$ cat src/rtl/pipe_hazard_ctrl_if.sv
// Hazard-controller bus: pipeline hazard inputs, MDU handshake, register strobes and counters.
// The pipeline side connects as master; the hazard controller connects as slave.
interface pipe_hazard_ctrl_if #(
  parameter int CNT_W = 32
);
  logic [4:0]       dec_rs1;
  logic [4:0]       dec_rs2;
  logic             dec_rs1_ren;
  logic             dec_rs2_ren;
  logic             exe_is_load;
  logic [4:0]       exe_rd;
  logic             exe_redirect;
  logic             exe_mdu_op;
  logic             mdu_done;
  logic             mem_req;
  logic             mem_ready;
  logic             imem_valid;
  logic             trap_flush;

  logic             regF_stall;
  logic             regD_stall;
  logic             regD_bubble;
  logic             regE_stall;
  logic             regE_bubble;
  logic             regM_stall;
  logic             regM_bubble;
  logic             regW_bubble;
  logic             mdu_start;
  logic             mdu_kill;
  logic             mdu_timeout;
  logic [CNT_W-1:0] stall_cnt;
  logic [CNT_W-1:0] flush_cnt;

  modport master (
    output dec_rs1, dec_rs2, dec_rs1_ren, dec_rs2_ren,
           exe_is_load, exe_rd, exe_redirect, exe_mdu_op,
           mdu_done, mem_req, mem_ready, imem_valid, trap_flush,
    input  regF_stall, regD_stall, regD_bubble, regE_stall, regE_bubble,
           regM_stall, regM_bubble, regW_bubble,
           mdu_start, mdu_kill, mdu_timeout, stall_cnt, flush_cnt
  );

  modport slave (
    input  dec_rs1, dec_rs2, dec_rs1_ren, dec_rs2_ren,
           exe_is_load, exe_rd, exe_redirect, exe_mdu_op,
           mdu_done, mem_req, mem_ready, imem_valid, trap_flush,
    output regF_stall, regD_stall, regD_bubble, regE_stall, regE_bubble,
           regM_stall, regM_bubble, regW_bubble,
           mdu_start, mdu_kill, mdu_timeout, stall_cnt, flush_cnt
  );
endinterface

$ cat src/rtl/pipe_hazard_ctrl.sv
// Central stall/bubble generator for the 5-stage pipeline, MUL/DIV sequencer in EX,
// and saturating stall/flush performance counters.
module pipe_hazard_ctrl #(
  parameter int CNT_W       = 32,
  parameter int MDU_TIMEOUT = 64
) (
  input  logic              clk,
  input  logic              rst,
  pipe_hazard_ctrl_if.slave hz
);

  localparam int                WAIT_W    = $clog2(MDU_TIMEOUT + 1);
  localparam logic [WAIT_W-1:0] WAIT_MAX  = WAIT_W'(MDU_TIMEOUT);
  localparam logic [WAIT_W-1:0] WAIT_LAST = WAIT_W'(MDU_TIMEOUT - 1);

  typedef enum logic {
    RUN,
    MDU_WAIT
  } state_t;

  // Which rule governs the current cycle; strobes and state updates both key off it.
  typedef enum logic [3:0] {
    C_RESET,
    C_TRAP,
    C_MEM_WAIT,
    C_MDU_BUSY,
    C_MDU_DONE,
    C_MDU_START,
    C_REDIRECT,
    C_LOAD_USE,
    C_FETCH,
    C_NONE
  } cause_t;

  typedef struct packed {
    logic f_stall;
    logic d_stall;
    logic d_bubble;
    logic e_stall;
    logic e_bubble;
    logic m_stall;
    logic m_bubble;
    logic w_bubble;
  } strobe_t;

  state_t            state;
  cause_t            cause;
  strobe_t           strobe;
  logic              load_use;
  logic              stall_any;
  logic [WAIT_W-1:0] wait_cnt;
  logic              mdu_start_q;
  logic              mdu_kill_q;
  logic              mdu_timeout_q;
  logic [CNT_W-1:0]  stall_cnt_q;
  logic [CNT_W-1:0]  flush_cnt_q;

  assign load_use = hz.exe_is_load && (hz.exe_rd != 5'd0) &&
                    ((hz.dec_rs1_ren && (hz.dec_rs1 == hz.exe_rd)) ||
                     (hz.dec_rs2_ren && (hz.dec_rs2 == hz.exe_rd)));

  // Priority decode: the first matching rule wins.
  always_comb begin
    // NOTE: every always_comb output gets a default first so no path can infer a latch.
    cause = C_NONE;
    if (rst)                                   cause = C_RESET;
    else if (hz.trap_flush)                    cause = C_TRAP;
    else if (hz.mem_req && !hz.mem_ready)      cause = C_MEM_WAIT;
    else if (state == MDU_WAIT && !hz.mdu_done) cause = C_MDU_BUSY;
    else if (state == MDU_WAIT)                cause = C_MDU_DONE;
    else if (hz.exe_mdu_op)                    cause = C_MDU_START;
    else if (hz.exe_redirect)                  cause = C_REDIRECT;
    else if (load_use)                         cause = C_LOAD_USE;
    else if (!hz.imem_valid)                   cause = C_FETCH;
  end

  always_comb begin
    strobe = '0;
    case (cause)
      C_RESET: begin
        strobe.d_bubble = 1'b1;
        strobe.e_bubble = 1'b1;
        strobe.m_bubble = 1'b1;
        strobe.w_bubble = 1'b1;
      end
      C_TRAP: begin
        strobe.d_bubble = 1'b1;
        strobe.e_bubble = 1'b1;
        strobe.m_bubble = 1'b1;
      end
      C_MEM_WAIT: begin
        strobe.f_stall  = 1'b1;
        strobe.d_stall  = 1'b1;
        strobe.e_stall  = 1'b1;
        strobe.m_stall  = 1'b1;
        strobe.w_bubble = 1'b1;
      end
      C_MDU_BUSY, C_MDU_START: begin
        strobe.f_stall  = 1'b1;
        strobe.d_stall  = 1'b1;
        strobe.e_stall  = 1'b1;
        strobe.m_bubble = 1'b1;
      end
      C_REDIRECT: begin
        strobe.d_bubble = 1'b1;
        strobe.e_bubble = 1'b1;
      end
      C_LOAD_USE: begin
        strobe.f_stall  = 1'b1;
        strobe.d_stall  = 1'b1;
        strobe.e_bubble = 1'b1;
      end
      C_FETCH: begin
        strobe.f_stall  = 1'b1;
        strobe.d_bubble = 1'b1;
      end
      default: strobe = '0;
    endcase
  end

  assign stall_any = strobe.f_stall | strobe.d_stall | strobe.e_stall | strobe.m_stall;

  // Sequencer: MDU handshake pulses, wait counter and sticky timeout.
  // A memory wait matches none of the arms, so state and wait counter hold.
  always_ff @(posedge clk or posedge rst) begin
    if (rst) begin
      state         <= RUN;
      wait_cnt      <= '0;
      mdu_start_q   <= 1'b0;
      mdu_kill_q    <= 1'b0;
      mdu_timeout_q <= 1'b0;
    end else begin
      // NOTE: sequential state uses non-blocking assignments so every flop samples pre-edge values.
      mdu_start_q <= 1'b0;
      mdu_kill_q  <= 1'b0;
      case (cause)
        C_TRAP: begin
          if (state == MDU_WAIT) begin
            mdu_kill_q <= 1'b1;
            state      <= RUN;
            wait_cnt   <= '0;
          end
        end
        C_MDU_BUSY: begin
          if (wait_cnt != WAIT_MAX) wait_cnt <= wait_cnt + WAIT_W'(1);
          if (wait_cnt >= WAIT_LAST) mdu_timeout_q <= 1'b1;
        end
        C_MDU_DONE: begin
          state    <= RUN;
          wait_cnt <= '0;
        end
        C_MDU_START: begin
          mdu_start_q <= 1'b1;
          state       <= MDU_WAIT;
          wait_cnt    <= '0;
        end
        default: ;
      endcase
    end
  end

  // Performance counters saturate at all-ones.
  always_ff @(posedge clk or posedge rst) begin
    if (rst) begin
      stall_cnt_q <= '0;
      flush_cnt_q <= '0;
    end else begin
      if (stall_any && (stall_cnt_q != '1))
        stall_cnt_q <= stall_cnt_q + CNT_W'(1);
      if ((cause == C_TRAP || cause == C_REDIRECT) && (flush_cnt_q != '1))
        flush_cnt_q <= flush_cnt_q + CNT_W'(1);
    end
  end

  assign hz.regF_stall  = strobe.f_stall;
  assign hz.regD_stall  = strobe.d_stall;
  assign hz.regD_bubble = strobe.d_bubble;
  assign hz.regE_stall  = strobe.e_stall;
  assign hz.regE_bubble = strobe.e_bubble;
  assign hz.regM_stall  = strobe.m_stall;
  assign hz.regM_bubble = strobe.m_bubble;
  assign hz.regW_bubble = strobe.w_bubble;
  assign hz.mdu_start   = mdu_start_q;
  assign hz.mdu_kill    = mdu_kill_q;
  assign hz.mdu_timeout = mdu_timeout_q;
  assign hz.stall_cnt   = stall_cnt_q;
  assign hz.flush_cnt   = flush_cnt_q;

endmodule

$ cat src/flat_wrapper.sv
// flat-port wrapper written by rule: the top's interface ports become plain ports
module pipe_hazard_ctrl_flat 
#(
  parameter int CNT_W       = 32,
  parameter int MDU_TIMEOUT = 64
)
  (clk, rst, hz_dec_rs1, hz_dec_rs2, hz_dec_rs1_ren, hz_dec_rs2_ren, hz_exe_is_load, hz_exe_rd, hz_exe_redirect, hz_exe_mdu_op, hz_mdu_done, hz_mem_req, hz_mem_ready, hz_imem_valid, hz_trap_flush, hz_regF_stall, hz_regD_stall, hz_regD_bubble, hz_regE_stall, hz_regE_bubble, hz_regM_stall, hz_regM_bubble, hz_regW_bubble, hz_mdu_start, hz_mdu_kill, hz_mdu_timeout, hz_stall_cnt, hz_flush_cnt);
  pipe_hazard_ctrl_if #(.CNT_W(CNT_W)) hz_i ();
  input  logic clk;
  input  logic rst;
  input wire logic [$bits(hz_i.dec_rs1)-1:0] hz_dec_rs1;
  input wire logic [$bits(hz_i.dec_rs2)-1:0] hz_dec_rs2;
  input wire logic [$bits(hz_i.dec_rs1_ren)-1:0] hz_dec_rs1_ren;
  input wire logic [$bits(hz_i.dec_rs2_ren)-1:0] hz_dec_rs2_ren;
  input wire logic [$bits(hz_i.exe_is_load)-1:0] hz_exe_is_load;
  input wire logic [$bits(hz_i.exe_rd)-1:0] hz_exe_rd;
  input wire logic [$bits(hz_i.exe_redirect)-1:0] hz_exe_redirect;
  input wire logic [$bits(hz_i.exe_mdu_op)-1:0] hz_exe_mdu_op;
  input wire logic [$bits(hz_i.mdu_done)-1:0] hz_mdu_done;
  input wire logic [$bits(hz_i.mem_req)-1:0] hz_mem_req;
  input wire logic [$bits(hz_i.mem_ready)-1:0] hz_mem_ready;
  input wire logic [$bits(hz_i.imem_valid)-1:0] hz_imem_valid;
  input wire logic [$bits(hz_i.trap_flush)-1:0] hz_trap_flush;
  output wire logic [$bits(hz_i.regF_stall)-1:0] hz_regF_stall;
  output wire logic [$bits(hz_i.regD_stall)-1:0] hz_regD_stall;
  output wire logic [$bits(hz_i.regD_bubble)-1:0] hz_regD_bubble;
  output wire logic [$bits(hz_i.regE_stall)-1:0] hz_regE_stall;
  output wire logic [$bits(hz_i.regE_bubble)-1:0] hz_regE_bubble;
  output wire logic [$bits(hz_i.regM_stall)-1:0] hz_regM_stall;
  output wire logic [$bits(hz_i.regM_bubble)-1:0] hz_regM_bubble;
  output wire logic [$bits(hz_i.regW_bubble)-1:0] hz_regW_bubble;
  output wire logic [$bits(hz_i.mdu_start)-1:0] hz_mdu_start;
  output wire logic [$bits(hz_i.mdu_kill)-1:0] hz_mdu_kill;
  output wire logic [$bits(hz_i.mdu_timeout)-1:0] hz_mdu_timeout;
  output wire logic [$bits(hz_i.stall_cnt)-1:0] hz_stall_cnt;
  output wire logic [$bits(hz_i.flush_cnt)-1:0] hz_flush_cnt;
  assign hz_i.dec_rs1 = hz_dec_rs1;
  assign hz_i.dec_rs2 = hz_dec_rs2;
  assign hz_i.dec_rs1_ren = hz_dec_rs1_ren;
  assign hz_i.dec_rs2_ren = hz_dec_rs2_ren;
  assign hz_i.exe_is_load = hz_exe_is_load;
  assign hz_i.exe_rd = hz_exe_rd;
  assign hz_i.exe_redirect = hz_exe_redirect;
  assign hz_i.exe_mdu_op = hz_exe_mdu_op;
  assign hz_i.mdu_done = hz_mdu_done;
  assign hz_i.mem_req = hz_mem_req;
  assign hz_i.mem_ready = hz_mem_ready;
  assign hz_i.imem_valid = hz_imem_valid;
  assign hz_i.trap_flush = hz_trap_flush;
  assign hz_regF_stall = hz_i.regF_stall;
  assign hz_regD_stall = hz_i.regD_stall;
  assign hz_regD_bubble = hz_i.regD_bubble;
  assign hz_regE_stall = hz_i.regE_stall;
  assign hz_regE_bubble = hz_i.regE_bubble;
  assign hz_regM_stall = hz_i.regM_stall;
  assign hz_regM_bubble = hz_i.regM_bubble;
  assign hz_regW_bubble = hz_i.regW_bubble;
  assign hz_mdu_start = hz_i.mdu_start;
  assign hz_mdu_kill = hz_i.mdu_kill;
  assign hz_mdu_timeout = hz_i.mdu_timeout;
  assign hz_stall_cnt = hz_i.stall_cnt;
  assign hz_flush_cnt = hz_i.flush_cnt;
  pipe_hazard_ctrl #(.CNT_W(CNT_W), .MDU_TIMEOUT(MDU_TIMEOUT)) u_core (.clk(clk), .rst(rst), .hz(hz_i));
endmodule
$ cat config.mk
export PLATFORM = sky130hd
export DESIGN_NAME = pipe_hazard_ctrl_flat
export DESIGN_NICKNAME = d
export VERILOG_FILES = /design/src/rtl/pipe_hazard_ctrl_if.sv /design/src/rtl/pipe_hazard_ctrl.sv /design/src/flat_wrapper.sv
export SDC_FILE = /design/constraint.sdc
export NUM_CORES = 1
export LEC_CHECK = 0
export CORE_ASPECT_RATIO = 1.4
export CORE_MARGIN = 2
export CORE_UTILIZATION = 35
export DETAILED_ROUTE_END_ITERATION = 7
export PLACE_DENSITY = 0.7
export SYNTH_ARGS = -nofsm -noshare
export SYNTH_HDL_FRONTEND = slang
export SYNTH_SLANG_ARGS = --single-unit
$ cat constraint.sdc
create_clock -name clk -period 7.7 [get_ports clk]
set_input_delay 1.54 -clock clk [delete_from_list [all_inputs] [get_ports clk]]
set_output_delay 1.54 -clock clk [all_outputs]
set_load 0.05 [all_outputs]
==> metrics.md <==
| Metric | Value |
|---|---|
| Status | completed |
| GP Congestion | 0.8407 |
| Most common cell after layout, fill and taps aside | clkdlybuf4s50_1 |
| R2r setup slk | 5.23 ns |
| Worst Setup End Kind | primary output |
| Routed WL | 9769 um |
| Initial antenna violation count | 0 |
| Hold WC Path Type | reg2reg |
| CTS clk-pin slew, worst paths | 0.06 ns |
| CP arrival | 4.31 ns |
| Met1 Use GR | 19.51% |
| Psw | 452.3 uW |
| Routed len/inst | 15.22 um |
| Min cycle time layout | 5.853 ns |
| Syn Inst Count | 389 |
| Height of the die | 131.3 um |
| RSZ-0062 raised after global routing | no |
| Share of cells above drive strength 1 | 9.438% |
| Initial Util | 35.74% |
| Seq/Total Area, Yosys | 46.31% |
| Gr usage total | 16.54% |
| Hold Slack | 0.4857 ns |
| Switch share | 36.53% |
| Port buffer count | 101 |
| Total Power | 1238 uW |
| VDD IR max | 0.1160 mV |
| Pleak | 0.002302 uW |
| Mapped cell area | 4053 sq um |
| Placed Area | 5199 sq um |
| Setup repair bufs after CTS | 0 |
| Crit Path Max Fanout | 32 |
| Internal power | 785.8 uW |
| Final Hold Viols | 0 |
| FF+latch count, synth | 75 |
| Area of the core | 11340 sq um |
| Die X | 94.95 um |
| Setup CP Type | in2out |
| Slew HR | 35.44% |
| Startpoint types | primary input |
| Vias per cell | 5.097 |
| Overflow after GRT | 0 |
| Worst Clk Skew | 0.006116 ns |
| Post-route DRC | 0 |
| First-pass GRT wire length | 16570 um |
| Worst endpoint required time | 6.16 ns |
| Antenna Violating Nets Remaining | 0 |
| Area Overhead vs Synth | 35.20% |
| Max Cap Violations | 0 |
| Num CTS Buffers | 9 |
| Most frequent cells in the layout | clkdlybuf4s50_1 (101), dfrtp_1 (75), xor2_1 (43), nor2_1 (33), nand2_1 (31) |
| Post-cts resize count | 0 |
| Min-delay src | u_core.hz.stall_cnt[28]$_DFFE_PP0P_ |
| Syn Area/Cell | 10.42 sq um |
| Final setup TNS | 0 ns |
| Synth Warn # | 0 |
| Tightest Pin Transition | 0.9684 ns |
| Reg2reg end | u_core.hz.stall_cnt[10]$_DFFE_PP0P_ |
| Row Count | 46 |
| Hold_buf cts | 0 |
| Hold Path Stages | 1 |
| Clock Sink Count | 75 |
| R2r startpoint | u_core.hz.stall_cnt[13]$_DFFE_PP0P_ |
| Final setup fails | 0 |
| Final slew viol count | 0 |
| Worst R2R Path Depth | 8 |
| Peak Freq | 0.1709 GHz |
| Root Buffer | clkbuf_16 |
| Clock power share | 32.1% |
| Nets | 524 |
| Worst-skew pair later-pin latency | 0.33 ns |
| DIE AREA | 12470 sq um |
| Most used routing layer | met2 |
| Pin count of the biggest net entering global routing | 76 |
| Final Cycle Share | 76.01% |
| I/O Pins | 102 |
| Met2 usage | 28.29% |
| Met3 Use GR | 3.555% |
| Total power per unit cell area | 226.0 nW/um^2 |
| Drt first-iter violations | 150 |
| TritonCTS clock tree | done |
| Reg power frac | 39.5% |
| Hold endpoint | u_core.hz.stall_cnt[28]$_DFFE_PP0P_ |
| Synth Net Count | 420 |
| Ant diodes | 0 |
| Post-route cell area | 5479 sq um |
| H-Tree Depth | 3 |
| Detailed Place HPWL | 7061 um |
| Vias in the first global route | 3375 |
| Combinational share of power | 28.4% |
| Post-synth cell types | 50 |
| CTS Buffer Depth | 2 |
| Routed vias | 3272 |
| Detailed-router iteration count before antenna repair | 4 |
power by group through the flow:
| stage | Sequential, uW | Clock (uW) | Combinational, uW |
|---|---|---|---|
| after floorplan | 618 | 0 | 98.7 |
| after global placement | 493 | 0 | 347 |
| after detailed placement | 495 | 0 | 355 |
| after CTS | 489 | 408 | 356 |
| after global routing | 496 | 428 | 369 |
| final | 489 | 398 | 352 |
state kept, by name, summed over array words and instances (netlist names):
| name | cells |
|---|---|
| u_core.hz.flush_cnt | 32 |
| u_core.hz.mdu_kill | 1 |
| u_core.hz.mdu_start | 1 |
| u_core.hz.mdu_timeout | 1 |
| u_core.hz.stall_cnt | 32 |
| u_core.state | 1 |
| u_core.wait_cnt | 7 |
critical path: stages:
cell and delay, ns:
clkdlybuf4s50_1 0.47, or4_1 0.54, o21a_1 0.23, a21oi_2 0.19, a2bb2oi_4 0.14, buf_4 0.41
inv_1 0.07, clkdlybuf4s50_1 0.71
worst max path at each step:
| stage | startpoint | endpoint | slack [ns] | cells after the start |
|---|---|---|---|---|
| CTS | hz_exe_rd[0] | hz_regF_stall | 1.84 | 8 |
| global route | hz_exe_rd[0] | hz_regF_stall | 1.76 | 8 |
| floorplan | rst | hz_regW_bubble | 1.66 | 3 |
| detailed placement | hz_exe_rd[0] | hz_regF_stall | 1.83 | 8 |
| global placement | hz_exe_rd[0] | hz_regF_stall | 1.84 | 8 |
| finish | hz_exe_rd[0] | hz_regF_stall | 1.85 | 8 |
layer usage:
layer  wire length, um  share of wire, %
met1              3952                40
met2              5244                54
met3               350               3.6
met4               221               2.3
met5                 0                 0
layout make-up:
type,instances,area [sq um]
Timing Repair Buffer,104,1033
Clock buffer,11,242.7
Tap cell,144,180.2
Inverter,7,26.28
Clock inverter,5,37.54
Multi-Input combinational cell,296,2082
Sequential cell,75,1877
Fill cell,1057,5859
metrics by stage:
step                      setup slack, ns  utilization (%)  instances
after floorplan                     1.662                -        389
after detailed placement            1.831            45.85        626
after global routing                1.765            48.32        642
after global placement              1.841            45.85        626
after CTS                           1.837            48.32        642
final                               1.847            48.32        642
logic make-up (layout without fill, tap and decap cells):
logic type / count (synthesis) / in the layout / share of synthesized area, %
DFF: 75 / 75 / 46.31
adders and majority gates: 4 / 4 / 1.235
buffers and inverters: 18 / 127 / 2.593
xor gates and xnor gates: 73 / 73 / 15.78
muxes: 5 / 5 / 1.420
and+or+nand+nor: 186 / 186 / 27.54
AOI/OAI and AO/OA: 28 / 28 / 5.126
cells in the mapped netlist (all sizes together):
library cell | number | area [sq um]
o2111ai | 1 | 8.760
nor4b | 5 | 92.59
and2 | 4 | 25.02
or2 | 1 | 6.260
nand3 | 28 | 140.1
a31o | 1 | 8.760
a21o | 1 | 7.510
nand4 | 16 | 100.1
dfrtp | 75 | 1877
or3 | 1 | 11.26
or4 | 1 | 7.510
nor3b | 4 | 35.03
o32ai | 1 | 27.53
inv | 7 | 26.28
nor2b | 3 | 18.77
o21bai | 1 | 7.510
nand2 | 32 | 122.6
a31oi | 3 | 18.77
a21oi | 8 | 43.79
xor2 | 43 | 376.6
and4 | 5 | 43.79
nor4 | 13 | 156.4
mux2i | 2 | 23.77
o21a | 1 | 7.510
buf | 9 | 71.31
and3 | 13 | 86.33
a2bb2oi | 1 | 15.01
o21ai | 6 | 30.03
a211oi | 1 | 7.510
nand2b | 5 | 31.28
clkbuf | 2 | 7.510
xnor2 | 30 | 262.8
a41oi | 1 | 8.760
ha | 4 | 50.05
o22ai | 1 | 6.260
mux2 | 3 | 33.78
nor3 | 22 | 115.1
a221o | 1 | 10.01
nor2 | 33 | 123.9
Power figures use the tool's default switching activity.
